[src/rtl/dump_mem_datos_ctrl.sv]
// -----------------------------------------------------------------------------
// dump_mem_datos_ctrl
//
// Arbiter and sequencer for the data memory port.
//
// While idle the CPU MEM stage owns the memory port and its address / write
// enable pass straight through. A start pulse from the debug unit (CPU halted)
// hands the port to this block. It then scans every word 0..RAM_DEPTH-1 and,
// for each word whose dirty bit is set, sends a 6-byte record over the UART
// transmit handshake:
//     {addr[15:8], addr[7:0], data[31:24], data[23:16], data[15:8], data[7:0]}
// where the address is zero-extended to 16 bits. The scan is closed by the
// 2-byte marker 0xFF,0xFF, which can never be a valid address. A one-cycle
// o_done pulse follows, and the port is returned to the CPU.
//
// Ports
//   i_clock      clock
//   i_reset      asynchronous reset, active low (aborts a dump immediately)
//   i_start      dump request pulse, honoured only while idle
//   i_cpu_addr   CPU address, forwarded while idle
//   i_cpu_wea    CPU write enable, forwarded while idle, masked while busy
//   i_dato_mem   memory read data, READ_LATENCY cycles after o_addr_mem
//   i_bit_sucio  dirty bit of the addressed word, same latency as the data
//   i_tx_done    one-cycle pulse: UART finished the outstanding byte
//   o_addr_mem   memory address (CPU address or scan address)
//   o_wea_mem    memory write enable (CPU enable or 0)
//   o_tx_start   one-cycle pulse: transmit o_data_tx
//   o_data_tx    byte to transmit, stable until i_tx_done
//   o_busy       dump in progress, CPU must stall
//   o_done       one-cycle pulse once the end marker is acknowledged
// -----------------------------------------------------------------------------
module dump_mem_datos_ctrl #(
    parameter int RAM_DEPTH          = 1024,
    parameter int ADDR_LENGTH        = 10,
    parameter int RAM_WIDTH          = 32,
    parameter int OUTPUT_WORD_LENGTH = 8,
    parameter int READ_LATENCY       = 1
) (
    input  logic                          i_clock,
    input  logic                          i_reset,
    input  logic                          i_start,
    input  logic [ADDR_LENGTH-1:0]        i_cpu_addr,
    input  logic                          i_cpu_wea,
    input  logic [RAM_WIDTH-1:0]          i_dato_mem,
    input  logic                          i_bit_sucio,
    input  logic                          i_tx_done,
    output logic [ADDR_LENGTH-1:0]        o_addr_mem,
    output logic                          o_wea_mem,
    output logic                          o_tx_start,
    output logic [OUTPUT_WORD_LENGTH-1:0] o_data_tx,
    output logic                          o_busy,
    output logic                          o_done
);

    typedef enum logic [3:0] {
        S_IDLE,
        S_READ,
        S_CHECK,
        S_SEND,
        S_WAIT,
        S_NEXT,
        S_MSEND,
        S_MWAIT,
        S_DONE
    } state_t;

    localparam logic [ADDR_LENGTH-1:0] LAST_ADDR = ADDR_LENGTH'(RAM_DEPTH - 1);
    localparam logic [3:0]             LAT_LAST  = 4'(READ_LATENCY - 1);

    state_t                  r_state;
    logic [ADDR_LENGTH-1:0]  r_addr;
    logic [2:0]              r_bcnt;
    logic [3:0]              r_lat;
    logic [RAM_WIDTH-1:0]    r_data;

    state_t                  w_state_nxt;
    logic [ADDR_LENGTH-1:0]  w_addr_nxt;
    logic [2:0]              w_bcnt_nxt;
    logic [3:0]              w_lat_nxt;
    logic [RAM_WIDTH-1:0]    w_data_nxt;

    // Byte idx of the record for word addr holding data.
    function automatic logic [OUTPUT_WORD_LENGTH-1:0] f_rec_byte(
        input logic [2:0]             idx,
        input logic [ADDR_LENGTH-1:0] addr,
        input logic [RAM_WIDTH-1:0]   data
    );
        logic [15:0]                   a16;
        logic [OUTPUT_WORD_LENGTH-1:0] b;
        a16 = 16'(addr);
        case (idx)
            3'd0:    b = OUTPUT_WORD_LENGTH'(a16[15:8]);
            3'd1:    b = OUTPUT_WORD_LENGTH'(a16[7:0]);
            3'd2:    b = OUTPUT_WORD_LENGTH'(data[31:24]);
            3'd3:    b = OUTPUT_WORD_LENGTH'(data[23:16]);
            3'd4:    b = OUTPUT_WORD_LENGTH'(data[15:8]);
            default: b = OUTPUT_WORD_LENGTH'(data[7:0]);
        endcase
        return b;
    endfunction

    // Port mux: the scan owns the port exactly while o_busy is high.
    assign o_addr_mem = o_busy ? r_addr : i_cpu_addr;
    assign o_wea_mem  = o_busy ? 1'b0   : i_cpu_wea;

    always_comb begin
        w_state_nxt = r_state;
        w_addr_nxt  = r_addr;
        w_bcnt_nxt  = r_bcnt;
        w_lat_nxt   = r_lat;
        w_data_nxt  = r_data;
        case (r_state)
            S_IDLE: begin
                if (i_start) begin
                    w_state_nxt = S_READ;
                    w_addr_nxt  = '0;
                    w_lat_nxt   = '0;
                end
            end
            S_READ: begin
                if (r_lat == LAT_LAST) begin
                    w_state_nxt = S_CHECK;
                end else begin
                    w_lat_nxt = r_lat + 4'd1;
                end
            end
            S_CHECK: begin
                w_data_nxt = i_dato_mem;
                if (i_bit_sucio) begin
                    w_state_nxt = S_SEND;
                    w_bcnt_nxt  = '0;
                end else begin
                    w_state_nxt = S_NEXT;
                end
            end
            S_SEND: w_state_nxt = S_WAIT;
            S_WAIT: begin
                if (i_tx_done) begin
                    if (r_bcnt == 3'd5) begin
                        w_state_nxt = S_NEXT;
                    end else begin
                        w_bcnt_nxt  = r_bcnt + 3'd1;
                        w_state_nxt = S_SEND;
                    end
                end
            end
            S_NEXT: begin
                // Stop at the last word; the address never wraps.
                if (r_addr == LAST_ADDR) begin
                    w_state_nxt = S_MSEND;
                    w_bcnt_nxt  = '0;
                end else begin
                    w_addr_nxt  = r_addr + 1'b1;
                    w_lat_nxt   = '0;
                    w_state_nxt = S_READ;
                end
            end
            S_MSEND: w_state_nxt = S_MWAIT;
            S_MWAIT: begin
                if (i_tx_done) begin
                    if (r_bcnt == 3'd1) begin
                        w_state_nxt = S_DONE;
                    end else begin
                        w_bcnt_nxt  = r_bcnt + 3'd1;
                        w_state_nxt = S_MSEND;
                    end
                end
            end
            S_DONE:  w_state_nxt = S_IDLE;
            default: w_state_nxt = S_IDLE;
        endcase
    end

    // Outputs are registered from the next state so each one is valid for
    // exactly the cycles the FSM spends in the matching state.
    always_ff @(posedge i_clock or negedge i_reset) begin
        if (!i_reset) begin
            r_state    <= S_IDLE;
            r_addr     <= '0;
            r_bcnt     <= '0;
            r_lat      <= '0;
            r_data     <= '0;
            o_tx_start <= 1'b0;
            o_data_tx  <= '0;
            o_busy     <= 1'b0;
            o_done     <= 1'b0;
        end else begin
            r_state    <= w_state_nxt;
            r_addr     <= w_addr_nxt;
            r_bcnt     <= w_bcnt_nxt;
            r_lat      <= w_lat_nxt;
            r_data     <= w_data_nxt;
            o_tx_start <= (w_state_nxt == S_SEND) || (w_state_nxt == S_MSEND);
            o_busy     <= (w_state_nxt != S_IDLE) && (w_state_nxt != S_DONE);
            o_done     <= (w_state_nxt == S_DONE);
            if (w_state_nxt == S_SEND) begin
                o_data_tx <= f_rec_byte(w_bcnt_nxt, w_addr_nxt, w_data_nxt);
            end else if (w_state_nxt == S_MSEND) begin
                o_data_tx <= '1;
            end
        end
    end

endmodule

[config.mk]
export PLATFORM = sky130hd
export DESIGN_NAME = dump_mem_datos_ctrl
export DESIGN_NICKNAME = d
export VERILOG_FILES = /design/src/rtl/dump_mem_datos_ctrl.sv
export SDC_FILE = /design/constraint.sdc
export NUM_CORES = 1
export LEC_CHECK = 0
export ABC_AREA = 1
export ABC_CLOCK_PERIOD_IN_PS = 2100
export CAP_MARGIN = 5
export CORE_MARGIN = 5
export CORE_UTILIZATION = 47
export CTS_CLUSTER_DIAMETER = 80
export DETAILED_ROUTE_END_ITERATION = 12
export GPL_TIMING_DRIVEN = 0
export PLACE_DENSITY = 0.77
export SYNTH_ARGS = -nofsm -noshare
export SYNTH_HDL_FRONTEND = slang
export SYNTH_SLANG_ARGS = --single-unit
export TNS_END_PERCENT = 20
[constraint.sdc]
create_clock -name i_clock -period 2.1 [get_ports i_clock]
set_clock_uncertainty 0.2 [all_clocks]
set_input_delay 0.42 -clock i_clock [delete_from_list [all_inputs] [get_ports i_clock]]
set_output_delay 0.42 -clock i_clock [all_outputs]
set_load 0.005 [all_outputs]
; ---- Word-level counts from Yosys, hierarchy flattened
; Cells that the tools add are included.
[word_totals]
reg_bits = 64
latchBits = 0
ramBits = 0
mem_bits_ro = 0
in_bits = 48
elab_cells = 71
memories = 0
[op_classes]
n_addsub = 3
multipliers = 0
n_div = 0
n_lt_le_gt_ge = 0
eq_ne = 21
n_shift = 0
mux = 29
bitwise_logic = 0
reduce_logical = 9
[op_table]
columns = cell, n
row1 = $pmux W8 S5, 1
row2 = $mux W32, 1
row3 = $mux W4, 8
row4 = $pmux W4 S8, 1
row5 = $mux W10, 3
row6 = $mux W3, 9
row7 = $eq A4 B3 Y1 const B, 5
row8 = $pmux W10 S2, 1
row9 = $mux W8, 2
row10 = $eq A4 B2 Y1 const B, 3
row11 = $pmux W3 S4, 1
row12 = $pmux W4 S3, 1
row13 = $add A10 B1 Y10 const B, 1
row14 = $eq A10 B10 Y1 const B, 1
row15 = $logic_not A4 Y1, 2
row16 = $eq A3 B1 Y1 const B, 2
row17 = $eq A3 B2 Y1 const B, 2
row18 = $eq A3 B3 Y1 const B, 2
row19 = $ne A2 B2 Y1 const B, 3
row20 = $add A4 B1 Y4 const B, 1
row21 = $eq A4 B1 Y1 const B, 1
row22 = $eq A4 B4 Y1 const B, 1
row23 = $ne A4 B4 Y1 const B, 1
row24 = $reduce_and A4 Y1, 1
row25 = other kinds (8), 8

; ---- Logic depth before layout (Yosys ltp)
[logic_depth]
word_depth = 7
depth_mapped = 17
ltp_nobuf = 17

; ---- Worst setup path after synthesis
; No wires, ideal clock.
[synth_path]
path_kind = register to register
startpoint = register r_addr[0]
endpoint = register o_data_tx[2]
setup_ns = 0.077
t_arrival_ns = 1.949
t_required_ns = 1.823
setup_slack_ns = -0.126
path_stages_with_launch = 17
n_path_buf = 1
synth_period_minus_slack_ns = 2.226
path_cell_list = dfrtp_1 -> ha_1 -> nand2_1 -> nor2_1 -> nand3_2 -> nand2_2 -> inv_2 -> nor2_1 -> nor2_1 -> nor2_2 -> buf_6 -> nand2_4 -> nor2_2 -> nand2_1 -> nand2_1 -> nor2_1 -> a21oi_1
[synth_between]
elab_chain_len = 6
elab_cells_between_ends = 18
[synth_rtl]
columns = element, line
row1 = from (decl), 71  ; logic [ADDR_LENGTH-1:0] r_addr;
row2 = from (signal assigned), 189  ; r_addr <= w_addr_nxt;
row3 = branches (longest 6 deep; another with $add A10 B1 Y10), --
row4 = to (signal assigned), 197  ; o_data_tx <= f_rec_byte(w_bcnt_nxt, w_addr_nxt, w_data_nxt);
row5 = to (decl), 50  ; output logic [OUTPUT_WORD_LENGTH-1:0] o_data_tx,
; Parallel ways; which one is timed is not known.
; A chain may end at the register's enable or synchronous reset.

; ---- Final worst setup path
[layout_path]
startpoint = register r_state[1]
endpoint = register o_data_tx[1]
[layout_between]
elab_cells_between_ends = 26
[layout_rtl]
columns = element, line
row1 = from (decl), 70  ; state_t r_state;
row2 = from (signal assigned), 188  ; r_state <= w_state_nxt;
row3 = $eq A4 B3 Y1 or $logic_not A4 Y1 (tied branches), 112  ; case (r_state)
row4 = $pmux W10 S2 *, 112
row5 = net w_addr_nxt[1], 77  ; logic [ADDR_LENGTH-1:0] w_addr_nxt;
row6 = $pmux W8 S5 *, 91  ; case (idx)
row7 = $mux W8 *, 196  ; if (w_state_nxt == S_SEND) begin
; The timed path passes the listed nets; every way through them passes the cells marked *.

==> impl_results.md <==
* Worst Path Arrival at ~2.4 ns
* H-tree level count at 3
* Wire per inst at around 14 um
* # rows at 31
* Fill cells at around 570
* Crit path capture: o_data_tx[1]
* Worst R2R Start: r_state[1]
* # setup viols final at 8
* Pre-Repair DR Iteration Count at 4
* DRC at 0
* RSZ-0062 raised after global routing: true
* First-pass GRT wire length at 16200 um
* P&R area growth vs syn at 46.6%
* Slew Limit Fails at 0
* Worst r2r path cells at 15
* Type of the tightest min-delay check: register to register
* Sum Neg Setup Slack at -1.61 ns
* Worst setup EP type: register
* Sequential area share after synthesis at between 40% and 50%
* Pin count of the biggest net entering global routing at 65
* Via density at 5.00
* Initial antenna violation count at 0
* Die Wd at roughly 97 um
* Largest family of logic cells by synthesized area: simple AND/OR/NAND/NOR gates
* Cells after Synth at 475
* Post-Synth Adder-Cell Area at under 10%
* Worst Path Required at between 2 and 2.5 ns
* Setup crit start: r_state[1]
* Slew HR at around 46%
* Fin worst setup slack at -0.256 ns
* Simple-gate share of the synthesized area at about 37%
* Initial drt markers at approximately 250
* Mux cell area share after synthesis at about 2.2%
* CP max FO at 6
* Util after Layout at between 70% and 80%
* Yosys Warn Count at 0
* Worst R2R End: o_data_tx[1]
* Routed WL at a little over 10000 um
* WHS Path Cells at 2
* Port Buffers at 69
* Kind of critical path: register to register
* Overflow after GRT at 0
* CTS tree: built
* Peak supply drop at ~0.57 mV
* FF-to-FF setup slack at -0.26 ns
* Hold WS at 0.286 ns
* P_leak at about 2.5 nW
* Slew of the pin with the lowest slew margin at around 0.8 ns
* Number of buffers created by CTS at 9
* Number of synthesized register bits at 64
* CTS Buffer Depth at 2
* Post-synth cell types at 36
* Worst setup SP type: register
* Die Area at about 9400 um^2
* Tcrit/Tclk final at 112%
* Reg clk slew, reported paths at 0.08 ns
* Total number of vias at between 3000 and 4000
* Post-DP HPWL at roughly 6700 um
* Layout cell share with drive strength beyond 1 at between 20% and 30%
* Fmax at 424 MHz
* Antenna cells at 0
* Compound-Gate Fraction of Synth Area at under 10%
* Max cap viols at 0
* Aggregate global-route resource usage at a little over a fifth
* Post-layout min period at between 2 and 2.5 ns
* Synth Net Count at around 530
* Xor and xnor area share after synthesis at less than 1%
* Clk_lat worst skew at ~0.34 ns
* Io pins at 70
* Placeable Area at 7290 um^2
* Clock root buffer: clkbuf_8
* CTS sink cnt at 64
* Vias in the first global route at ~3500
* Mean Syn Cell Area at roughly 7.4 um^2
* Post-place setup slack at -0.703 ns
* Hold Fails Final Rpt at 0
* Initial Utilization at about half
* GPL Wtd Cong at approximately 0.87
* Failing checks: negative setup slack
* Final Power at just under 7 mW
* Final nets at 649
* Status: complete, but fails checks
* Mapped Area at between 3000 and 4000 um^2
* Die Height at approximately 97 um
* Detail Route Antenna Nets at 0
* Power Density at 1320 nW/um^2
-- area by class of cell --
cell class                      instances  area, um^2  area share [%]
Multi-Input combinational cell        351        1940            37.5
Sequential cell                        64        1610            31.0
Timing Repair Buffer                  110        1010            19.5
Inverter                               52         200            3.86
Clock buffer                           10         138            2.65
Tap cell                               99         124            2.39
Clock inverter                          6         116            2.24
Buffer                                  8        47.5           0.917
-- routing by layer --
metal / wire length (um) / GRT usage, % / up-vias / share of wire, %
li1: - / - / 1732 / -
met1: 4370 / 26.7 / 1632 / 43
met2: 4990 / 34.4 / 116 / 50
met3: 500 / 4.03 / 22 / 5.0
met4: 200 / 8.42 / 0 / 2.0
met5: 0 / 0 / - / 0
-- power breakdown --
| part | leakage, nW | switching, mW | internal [mW] |
|---|---|---|---|
| sequential | 0.789 | 0.259 | 1.73 |
| combinational | 1.62 | 1.97 | 1.56 |
| clock | 0.127 | 0.511 | 0.827 |
-- kinds of logic after synthesis --
logic type / after synthesis
XOR/XNOR: 3
AO/OA/AOI/OAI: 43
multiplexers: 7
flip-flops: 64
adder cells (fa/ha/maj): 5
buffers and inverters: 61
AND/OR/NAND/NOR: 292
-- synth_stat cells (all sizes together) --
library cell	number	share of area [%]
buf	1	0.32
o21a	1	0.21
mux2i	2	0.57
clkinv	2	0.21
and2	6	1.1
dfrtp	64	45
nand4	7	1.2
nor3	4	1.2
and3	1	0.18
nor4	3	0.53
xor2	2	0.50
o22ai	2	0.35
ha	5	1.8
a21oi	18	2.7
a22oi	1	0.21
clkbuf	8	0.85
o21ai	19	2.7
or2	2	0.35
nand2	195	22
mux2	5	1.6
inv	50	5.3
o211ai	1	0.21
o31ai	1	0.21
nor2	52	6.9
xnor2	1	0.25
nand3	22	3.3
-- through the flow --
step | area, um^2 | std cells
2_1_floorplan | 3540 | 475
3_3_place_gp | 4360 | 643
3_5_place_dp | 4360 | 643
4_1_cts | 4860 | 680
5_1_grt | 5180 | 700
6_report | 5180 | 700
-- repair_timing --
action / 4_1_cts / 5_1_grt
endpoints found under the setup margin: 23 / 23
pin swaps: 15 / 25
hold endpoints to repair: 10 / 0
buffers inserted: 21 / 19
cloned: 0 / 1
hold buffers: 1 / 0
gates resized for setup: 39 / 53
-- worst max-delay path, cell delays in order (launching register included) --
cell and delay (ns):
dfrtp_2 0.45, buf_4 0.16, nor2_4 0.13, nand2_1 0.19, nor2_4 0.18, nor2_1 0.09
nor2_2 0.17, inv_1 0.09, nand2_1 0.07, nand2_1 0.07, nand3_1 0.08, nand2_1 0.06
nor2_1 0.13, nand4_1 0.09, nand2_1 0.07, inv_1 0.04
-- registers in the layout (all words and copies together) (netlist names) --
register and cells:
o_busy 1, o_data_tx 8, o_done 1, o_tx_start 1, r_addr 10, r_bcnt 3, r_data 32, r_lat 4
r_state 4
-- worst min path at each step --
stage	startpoint	endpoint	slack, ns
after global placement	r_data[24]	r_data[24]	0.26
after detailed placement	r_data[19]	r_data[19]	0.26
after floorplan	i_reset	o_busy	-0.08
final	r_data[21]	r_data[21]	0.29
after global routing	r_data[5]	r_data[5]	0.30
after CTS	r_data[19]	r_data[19]	0.28
-- cells in the final DEF (no fill, tap or decap), types with 3 or more instances in the layout --
master           count
clkbuf_8            11
a21oi_1             16
o21ai_0             13
nand4_1              7
dfrtp_2              5
dfrtp_1             59
nor2_4              13
buf_4               38
nand2_2             13
clkdlybuf4s15_1      4
buf_6                3
nand2_4             12
mux2_2               5
o21ai_2              3
clkbuf_1             6
nand3_1             19
nor2_2               8
inv_1               43
bufinv_16            3
nand2_1            170
inv_2                6
clkdlybuf4s50_1     57
clkinv_4             3
o21ai_1              3
and2_1               6
dlygate4sd2_1        7
nor2_1              30
(Power assumes the default switching activity.)
